`src/rtl/aes_spi_bridge_if.sv`:
```
`timescale 1ns/1ps
`default_nettype none
// ============================================================================
// Module      : aes_spi_bridge_if
// Description : SPI host pins and AES core handshake bundle for aes_spi_bridge.
// Revision    : 1.0 - initial release
// ============================================================================
interface aes_spi_bridge_if;
   logic         spi_sclk_i;
   logic         spi_cs_n_i;
   logic         spi_mosi_i;
   logic         spi_miso_o;
   logic         aes_load_o;
   logic         aes_dec_o;
   logic [127:0] aes_data_o;
   logic         aes_busy_i;
   logic [127:0] aes_result_i;
   logic         done_o;

   // The bridge is the slave; the master side is the SPI host plus AES core.
   modport slave (
      input  spi_sclk_i, spi_cs_n_i, spi_mosi_i, aes_busy_i, aes_result_i,
      output spi_miso_o, aes_load_o, aes_dec_o, aes_data_o, done_o
   );

   modport master (
      output spi_sclk_i, spi_cs_n_i, spi_mosi_i, aes_busy_i, aes_result_i,
      input  spi_miso_o, aes_load_o, aes_dec_o, aes_data_o, done_o
   );
endinterface
`default_nettype wire

```
`src/rtl/aes_spi_bridge.sv`:
```
`timescale 1ns/1ps
`default_nettype none
// ============================================================================
// Module      : aes_spi_bridge
// Description : SPI mode-0 slave that loads a 128-bit AES core and returns
//               its result or a status byte over MISO.
// Revision    : 1.0 - initial release
// ============================================================================
module aes_spi_bridge #(
   parameter int SYNC_STAGES = 2
) (
   input  logic            clk,
   input  logic            rst,
   aes_spi_bridge_if.slave bus
);

   localparam logic [7:0] c_cmd_enc    = 8'h01;
   localparam logic [7:0] c_cmd_dec    = 8'h02;
   localparam logic [7:0] c_cmd_read   = 8'h03;
   localparam logic [7:0] c_cmd_status = 8'h04;
   localparam logic [7:0] c_cmd_bits   = 8'd8;
   localparam logic [7:0] c_last_bit   = 8'd136;
   localparam logic [1:0] c_arm_limit  = 2'd3;

   typedef enum logic [1:0] {
      ST_IDLE  = 2'd0,
      ST_ARMED = 2'd1,
      ST_RUN   = 2'd2
   } state_t;

   // ------------------------------------------------------------------------
   // SPI pin synchronisers
   // ------------------------------------------------------------------------
   logic [SYNC_STAGES-1:0] r_sclk_sync;
   logic [SYNC_STAGES-1:0] r_cs_sync;
   logic [SYNC_STAGES-1:0] r_mosi_sync;
   logic                   r_sclk_prev;
   logic                   r_cs_prev;

   always_ff @(posedge clk or posedge rst) begin
      if (rst) begin
         r_sclk_sync <= '0;
         r_cs_sync   <= '1;
         r_mosi_sync <= '0;
         r_sclk_prev <= 1'b0;
         r_cs_prev   <= 1'b1;
      end else begin
         r_sclk_sync <= {r_sclk_sync[SYNC_STAGES-2:0], bus.spi_sclk_i};
         r_cs_sync   <= {r_cs_sync[SYNC_STAGES-2:0], bus.spi_cs_n_i};
         r_mosi_sync <= {r_mosi_sync[SYNC_STAGES-2:0], bus.spi_mosi_i};
         r_sclk_prev <= r_sclk_sync[SYNC_STAGES-1];
         r_cs_prev   <= r_cs_sync[SYNC_STAGES-1];
      end
   end

   logic w_sclk;
   logic w_cs_n;
   logic w_mosi;
   logic w_sclk_rise;
   logic w_sclk_fall;
   logic w_cs_fall;

   assign w_sclk      = r_sclk_sync[SYNC_STAGES-1];
   assign w_cs_n      = r_cs_sync[SYNC_STAGES-1];
   assign w_mosi      = r_mosi_sync[SYNC_STAGES-1];
   assign w_sclk_rise = w_sclk & ~r_sclk_prev & ~w_cs_n;
   assign w_sclk_fall = ~w_sclk & r_sclk_prev & ~w_cs_n;
   assign w_cs_fall   = ~w_cs_n & r_cs_prev;

   // ------------------------------------------------------------------------
   // Frame decoder, load control and capture FSM
   // ------------------------------------------------------------------------
   logic [7:0]   r_bit_cnt;
   logic [127:0] r_rx_shift;
   logic [127:0] r_tx_shift;
   logic         r_tx_active;
   logic         r_is_block;
   logic         r_is_dec;
   logic [127:0] r_data;
   logic         r_dec;
   logic         r_load;
   logic         r_done;
   logic [127:0] r_result;
   logic         r_result_valid;
   logic         r_pending;
   logic         r_err;
   state_t       r_state;
   logic [1:0]   r_arm_cnt;

   logic [7:0]   w_cnt_next;
   logic [127:0] w_rx_next;

   assign w_cnt_next = r_bit_cnt + 8'd1;
   assign w_rx_next  = {r_rx_shift[126:0], w_mosi};

   always_ff @(posedge clk or posedge rst) begin
      if (rst) begin
         r_bit_cnt      <= '0;
         r_rx_shift     <= '0;
         r_tx_shift     <= '0;
         r_tx_active    <= 1'b0;
         r_is_block     <= 1'b0;
         r_is_dec       <= 1'b0;
         r_data         <= '0;
         r_dec          <= 1'b0;
         r_load         <= 1'b0;
         r_done         <= 1'b0;
         r_result       <= '0;
         r_result_valid <= 1'b0;
         r_pending      <= 1'b0;
         r_err          <= 1'b0;
         r_state        <= ST_IDLE;
         r_arm_cnt      <= '0;
      end else begin
         r_load <= 1'b0;
         r_done <= 1'b0;

         if (w_cs_n) begin
            // Deselect drops any partial frame; a half-received block never loads.
            r_bit_cnt   <= '0;
            r_tx_active <= 1'b0;
            r_is_block  <= 1'b0;
         end else if (w_cs_fall) begin
            r_bit_cnt   <= '0;
            r_rx_shift  <= '0;
            r_tx_shift  <= '0;
            r_tx_active <= 1'b0;
            r_is_block  <= 1'b0;
         end else if (w_sclk_rise && (r_bit_cnt != c_last_bit)) begin
            r_bit_cnt  <= w_cnt_next;
            r_rx_shift <= w_rx_next;
            if (w_cnt_next == c_cmd_bits) begin
               case (w_rx_next[7:0])
                  c_cmd_enc: begin
                     r_is_block <= 1'b1;
                     r_is_dec   <= 1'b0;
                  end
                  c_cmd_dec: begin
                     r_is_block <= 1'b1;
                     r_is_dec   <= 1'b1;
                  end
                  c_cmd_read: begin
                     r_tx_shift  <= r_result;
                     r_tx_active <= 1'b1;
                  end
                  c_cmd_status: begin
                     r_tx_shift  <= {5'b0, r_err, r_result_valid, r_pending, 120'b0};
                     r_tx_active <= 1'b1;
                     r_err       <= 1'b0;
                  end
                  default: r_err <= 1'b1;
               endcase
            end else if ((w_cnt_next == c_last_bit) && r_is_block) begin
               if (r_pending || bus.aes_busy_i) begin
                  r_err <= 1'b1;
               end else begin
                  r_data         <= w_rx_next;
                  r_dec          <= r_is_dec;
                  r_load         <= 1'b1;
                  r_pending      <= 1'b1;
                  r_result_valid <= 1'b0;
               end
            end
         end else if (w_sclk_fall && r_tx_active && (r_bit_cnt > c_cmd_bits)) begin
            // The fall right after the command byte keeps bit 127 for the first data rise.
            r_tx_shift <= {r_tx_shift[126:0], 1'b0};
         end

         case (r_state)
            ST_IDLE: begin
               if (r_load) begin
                  r_state   <= ST_ARMED;
                  r_arm_cnt <= '0;
               end
            end
            ST_ARMED: begin
               if (bus.aes_busy_i) begin
                  r_state <= ST_RUN;
               end else if (r_arm_cnt == c_arm_limit) begin
                  r_state   <= ST_IDLE;
                  r_err     <= 1'b1;
                  r_pending <= 1'b0;
               end else begin
                  r_arm_cnt <= r_arm_cnt + 2'd1;
               end
            end
            ST_RUN: begin
               if (!bus.aes_busy_i) begin
                  r_state        <= ST_IDLE;
                  r_result       <= bus.aes_result_i;
                  r_result_valid <= 1'b1;
                  r_pending      <= 1'b0;
                  r_done         <= 1'b1;
               end
            end
            default: r_state <= ST_IDLE;
         endcase
      end
   end

   assign bus.spi_miso_o = r_tx_active & r_tx_shift[127];
   assign bus.aes_load_o = r_load;
   assign bus.aes_dec_o  = r_dec;
   assign bus.aes_data_o = r_data;
   assign bus.done_o     = r_done;

endmodule
`default_nettype wire

```
`src/flat_wrapper.sv`:
```
// flat-port wrapper written by rule: the top's interface ports become plain ports
module aes_spi_bridge_flat 
#(
   parameter int SYNC_STAGES = 2
)
  (clk, rst, bus_spi_sclk_i, bus_spi_cs_n_i, bus_spi_mosi_i, bus_aes_busy_i, bus_aes_result_i, bus_spi_miso_o, bus_aes_load_o, bus_aes_dec_o, bus_aes_data_o, bus_done_o);
  aes_spi_bridge_if bus_i ();
  input  logic clk;
  input  logic rst;
  input wire logic [$bits(bus_i.spi_sclk_i)-1:0] bus_spi_sclk_i;
  input wire logic [$bits(bus_i.spi_cs_n_i)-1:0] bus_spi_cs_n_i;
  input wire logic [$bits(bus_i.spi_mosi_i)-1:0] bus_spi_mosi_i;
  input wire logic [$bits(bus_i.aes_busy_i)-1:0] bus_aes_busy_i;
  input wire logic [$bits(bus_i.aes_result_i)-1:0] bus_aes_result_i;
  output wire logic [$bits(bus_i.spi_miso_o)-1:0] bus_spi_miso_o;
  output wire logic [$bits(bus_i.aes_load_o)-1:0] bus_aes_load_o;
  output wire logic [$bits(bus_i.aes_dec_o)-1:0] bus_aes_dec_o;
  output wire logic [$bits(bus_i.aes_data_o)-1:0] bus_aes_data_o;
  output wire logic [$bits(bus_i.done_o)-1:0] bus_done_o;
  assign bus_i.spi_sclk_i = bus_spi_sclk_i;
  assign bus_i.spi_cs_n_i = bus_spi_cs_n_i;
  assign bus_i.spi_mosi_i = bus_spi_mosi_i;
  assign bus_i.aes_busy_i = bus_aes_busy_i;
  assign bus_i.aes_result_i = bus_aes_result_i;
  assign bus_spi_miso_o = bus_i.spi_miso_o;
  assign bus_aes_load_o = bus_i.aes_load_o;
  assign bus_aes_dec_o = bus_i.aes_dec_o;
  assign bus_aes_data_o = bus_i.aes_data_o;
  assign bus_done_o = bus_i.done_o;
  aes_spi_bridge #(.SYNC_STAGES(SYNC_STAGES)) u_core (.clk(clk), .rst(rst), .bus(bus_i));
endmodule
```
`config.mk`:
```
export PLATFORM = sky130hd
export DESIGN_NAME = aes_spi_bridge_flat
export DESIGN_NICKNAME = d
export VERILOG_FILES = /design/src/rtl/aes_spi_bridge_if.sv /design/src/rtl/aes_spi_bridge.sv /design/src/flat_wrapper.sv
export SDC_FILE = /design/constraint.sdc
export NUM_CORES = 1
export LEC_CHECK = 0
export ABC_AREA = 1
export CORE_ASPECT_RATIO = 0.8
export CORE_UTILIZATION = 55
export CTS_CLUSTER_DIAMETER = 100
export CTS_CLUSTER_SIZE = 40
export DETAILED_ROUTE_END_ITERATION = 12
export PLACE_DENSITY = 0.78
export SYNTH_ARGS = -nofsm -noshare
export SYNTH_HDL_FRONTEND = slang
export SYNTH_SLANG_ARGS = --single-unit
```
`constraint.sdc`:
```
create_clock -name clk -period 36.7 [get_ports clk]
set_clock_uncertainty 0.2 [all_clocks]
set_input_delay 7.34 -clock clk [delete_from_list [all_inputs] [get_ports clk]]
set_output_delay 7.34 -clock clk [all_outputs]
set_load 0.01 [all_outputs]
```
==> impl_metrics.csv <==
group,metric,value,unit
placed_design,detailedPlacementHpwl,33700,µm
grt,globalRoute.busiestLayer,"met2",
floorplanning,floorplan.die_area,44600,µm²
synth,synthesis.area,24100,µm²
flow_run,timing.max_cap.violations,0,
critical_path,critPathCaptureType,"flip-flop",
final_layout,layout_commonest_cell,"nand2_1",
route,first_iter_violations,2057,
sta,setup_repair_after_global_routing_missed_its_margin,"no",
route,drt-wirelength-per-cell,15.0,µm
worst_hold_path,hold_path.class,"flip-flop to flip-flop",
worst_hold_path,min_from,"u_core.r_cs_sync[0]",
sta,period_minus_slack,9680,ps
synth,yosysUniqueCellTypes,28,
pwr,power.switching_fraction,30.1,%
sta,max-slew-margin-rel,22.6,%
floorplanning,io-pin-count,266,
critical_path,crit_path_frequent_cell,"inv_1",
critical_path,worstPathMaxFanout,102,
floorplanning,die_h,189,µm
critical_path,worst-endpoint-required,36950,ps
critical_path,worstSetupStartpointType,"input port",
worst_hold_path,worst_hold_path.num_cells,0,
synth,synth.ff_latch_count,540,
sta,finalMaxSlewViolations,0,
placed_design,dp_cells,3637,
synth,synth_sequential_area_ratio,56.1,%
clocking,post_cts_buffers,0,
grt,use_met2,38.5,%
sta,timing.final.crit_share,26.4,%
pwr,ir_drop,0.0426,mV
pwr,p_comb_share,19.5,%
grt,global_router_s_overall_resource_usage,24.6,%
synth,syn-instance-count,2989,
grt,antenna_found_initial,3,
pwr,pleak,0.0141,µW
clocking,cts_tree,"done",
floorplanning,fp.dieW,236,µm
route,finalWirelength,55200,µm
critical_path,crit_path_category,"input port to flip-flop",
pwr,share_clk_of_total_power,21.1,%
final_layout,synthToLayoutAreaGrowth,12.9,%
synth,synth.net_count,3129,
grt,grt_pass1_vias,18344,
final_layout,final_net_count,3236,
placed_design,globalplace.congestion,0.811,
clocking,root_buffer,"clkbuf_16",
final_layout,layout.cells.most_common_list,"1089 x nand2_1, 537 x dfrtp_1, 417 x inv_1, 410 x nand3_1, 265 x clkdlybuf4s50_1",
grt,grt_start_max_net_pins,178,
pwr,power.density_cell_area,45.9,nW/µm²
sta,timing.fmax,103,MHz
worst_hold_path,whs_endpoint,"u_core.r_cs_sync[1]",
critical_path,critical-path-max-stage-delay,870,ps
clocking,numCtsBuffers,17,
clocking,cts-hold-fix-buffers,0,
floorplanning,number_of_placement_rows,68,
clocking,count_of_instances_resized_after_the_clock_tree_is_built,0,
sta,setup_viol,0,
final_layout,post_route_cells_drive_above_1_share,2.06,%
floorplanning,core_area,43100,µm²
critical_path,reg2reg_to,"u_core.r_tx_shift[54]",
critical_path,worst-r2r-cell-count,10,
pwr,power.switching,376,µW
clocking,clock_tree.htree_level_count,1,
synth,avgSynthCellArea,8.06,µm²
clocking,clk-insertion-delay-late,560,ps
route,remaining_drc_errors,0,
sta,final-hold-violation-count,0,
route,first_pass_iters,6,
pwr,seqPwrFrac,59.4,%
clocking,path_clk_slew,140,ps
grt,globalRouteMet3Util,3.75,%
grt,grt_pass1_wl,91900,µm
route,ant_nets,0,
sta,worst-slew-pin-transition,1160,ps
final_layout,layout.cells.non_filler,3665,
route,routed_via_density,5.32,
route,num_vias,19503,
outcome,run_status,"finished clean",
floorplanning,floorplan.initialDensity,55.8,%
critical_path,crit_slowest_cell,"buf_4",
critical_path,timing.critical_path.cells,"clkdlybuf4s50_1 -> nor2_1 -> inv_1 -> nor2_4 -> buf_4 -> nand3_1 -> nand2_1 -> inv_1",
critical_path,cp.arrival,9930,ps
clocking,clkSinkCount,540,
critical_path,reg_to_reg_critical_path_startpoint,"u_core.r_cs_sync[1]",
sta,setup-tns-final,0,ps
grt,grt_util_met1,37.0,%
critical_path,reg2reg_slack,31450,ps
grt,gr-total-overflow,0,
placed_design,port_buffers,265,
pwr,p_int,872,µW
clocking,maximum_clock_insertion_buffer_count,3,
synth,ys.warnings.count,0,
[metal layers]
metal | vias up | routed length, µm
met5 | - | 0
met4 | 0 | 702
met1 | 9350 | 25600
li1 | 9478 | -
met3 | 46 | 3500
met2 | 629 | 25400
[critical path, delay by kind of cell]
family | cells | cell delay (ps)
simple gates | 4 | 990
buf+inv | 4 | 1520
[through the flow]
stage | util [%] | hold WS, ps | total power, µW | instance area [µm²] | setup slack, ps
after floorplan | - | 131 | 923 | 24100 | 14070
after global placement | 61.9 | 136 | 983 | 26700 | 26510
after detailed placement | 61.9 | 138 | 996 | 26700 | 26440
after CTS | 63.0 | 163 | 1260 | 27200 | 27050
after global routing | 63.0 | 169 | 1320 | 27200 | 26700
final | 63.1 | 162 | 1250 | 27200 | 27030
[layout make-up]
| type | instances | area [µm²] |
|---|---|---|
| Timing Repair Buffer | 284 | 2810 |
| Multi-Input combinational cell | 1830 | 8090 |
| Sequential cell | 540 | 13500 |
| Antenna cell | 3 | 7.51 |
| Clock buffer | 23 | 458 |
| Inverter | 423 | 1600 |
| Tap cell | 560 | 701 |
| Fill cell | 3611 | 15900 |
| Clock inverter | 2 | 21.3 |
[how the worst max path moves through the flow]
stage	start	endpoint	slack, ps	depth (start not counted)
CTS	bus_aes_busy_i	u_core.bus.aes_data_o[115]	27050	8
global route	bus_aes_busy_i	u_core.bus.aes_data_o[79]	26700	8
global placement	bus_aes_busy_i	u_core.bus.aes_data_o[39]	26510	8
floorplan	rst	u_core.bus.aes_data_o[0]	14070	1
finish	bus_aes_busy_i	u_core.bus.aes_data_o[57]	27030	8
detailed placement	bus_aes_busy_i	u_core.bus.aes_data_o[115]	26440	8
[registers in the layout, indices dropped and copies added (netlist names), 2 cells and up]
register and flops:
u_core.r_arm_cnt 2, u_core.r_sclk_sync 2, u_core.r_cs_sync 2, u_core.r_rx_shift 127, u_core.r_mosi_sync 2, u_core.r_tx_shift 128
u_core.r_state 2, u_core.r_bit_cnt 8, u_core.bus.aes_data_o 128, u_core.r_result 128
[power by group through the flow]
stage          clock network (µW)  logic, µW  registers (µW)
5_1_grt                       288        282             752
4_1_cts                       270        246             741
6_report                      264        243             742
3_3_place_gp                    0        234             749
2_1_floorplan                   0        184             739
3_5_place_dp                    0        244             752
[kinds of logic (layout without fill, tap and decap cells)]
| kind of cell | Yosys count | count (layout) | share of synthesized area, % |
|---|---|---|---|
| simple gates | 1545 | 1545 | 26.5 |
| other cells | 0 | 3 | 0 |
| fa+ha+maj | 6 | 6 | 0.312 |
| buf+inv | 619 | 732 | 10.6 |
| compound gates | 279 | 279 | 6.53 |
| flops | 540 | 540 | 56.1 |
[cell usage after synthesis]
library cell / count / area, µm²
nand3_2: 1 / 10.0
nor2_4: 4 / 45.0
dfrtp_1: 537 / 13400
buf_1: 12 / 45.0
nor2_1: 20 / 75.1
clkinv_1: 1 / 3.75
buf_2: 84 / 420
buf_6: 13 / 146
nand3_1: 411 / 2060
nand4_1: 2 / 12.5
ha_1: 6 / 75.1
o22ai_1: 131 / 820
inv_2: 3 / 11.3
nand2_1: 1094 / 4110
and3_1: 2 / 12.5
dfstp_2: 3 / 78.8
a31o_2: 1 / 8.76
buf_4: 5 / 37.5
inv_1: 419 / 1570
a22oi_1: 1 / 7.51
o21a_1: 2 / 15.0
nor3_1: 8 / 40.0
o21ai_1: 2 / 10.0
nand2_2: 3 / 18.8
a21oi_1: 5 / 25.0
o21ai_0: 136 / 681
clkbuf_1: 82 / 308
o21bai_1: 1 / 7.51
Power figures use the tool's default switching activity.
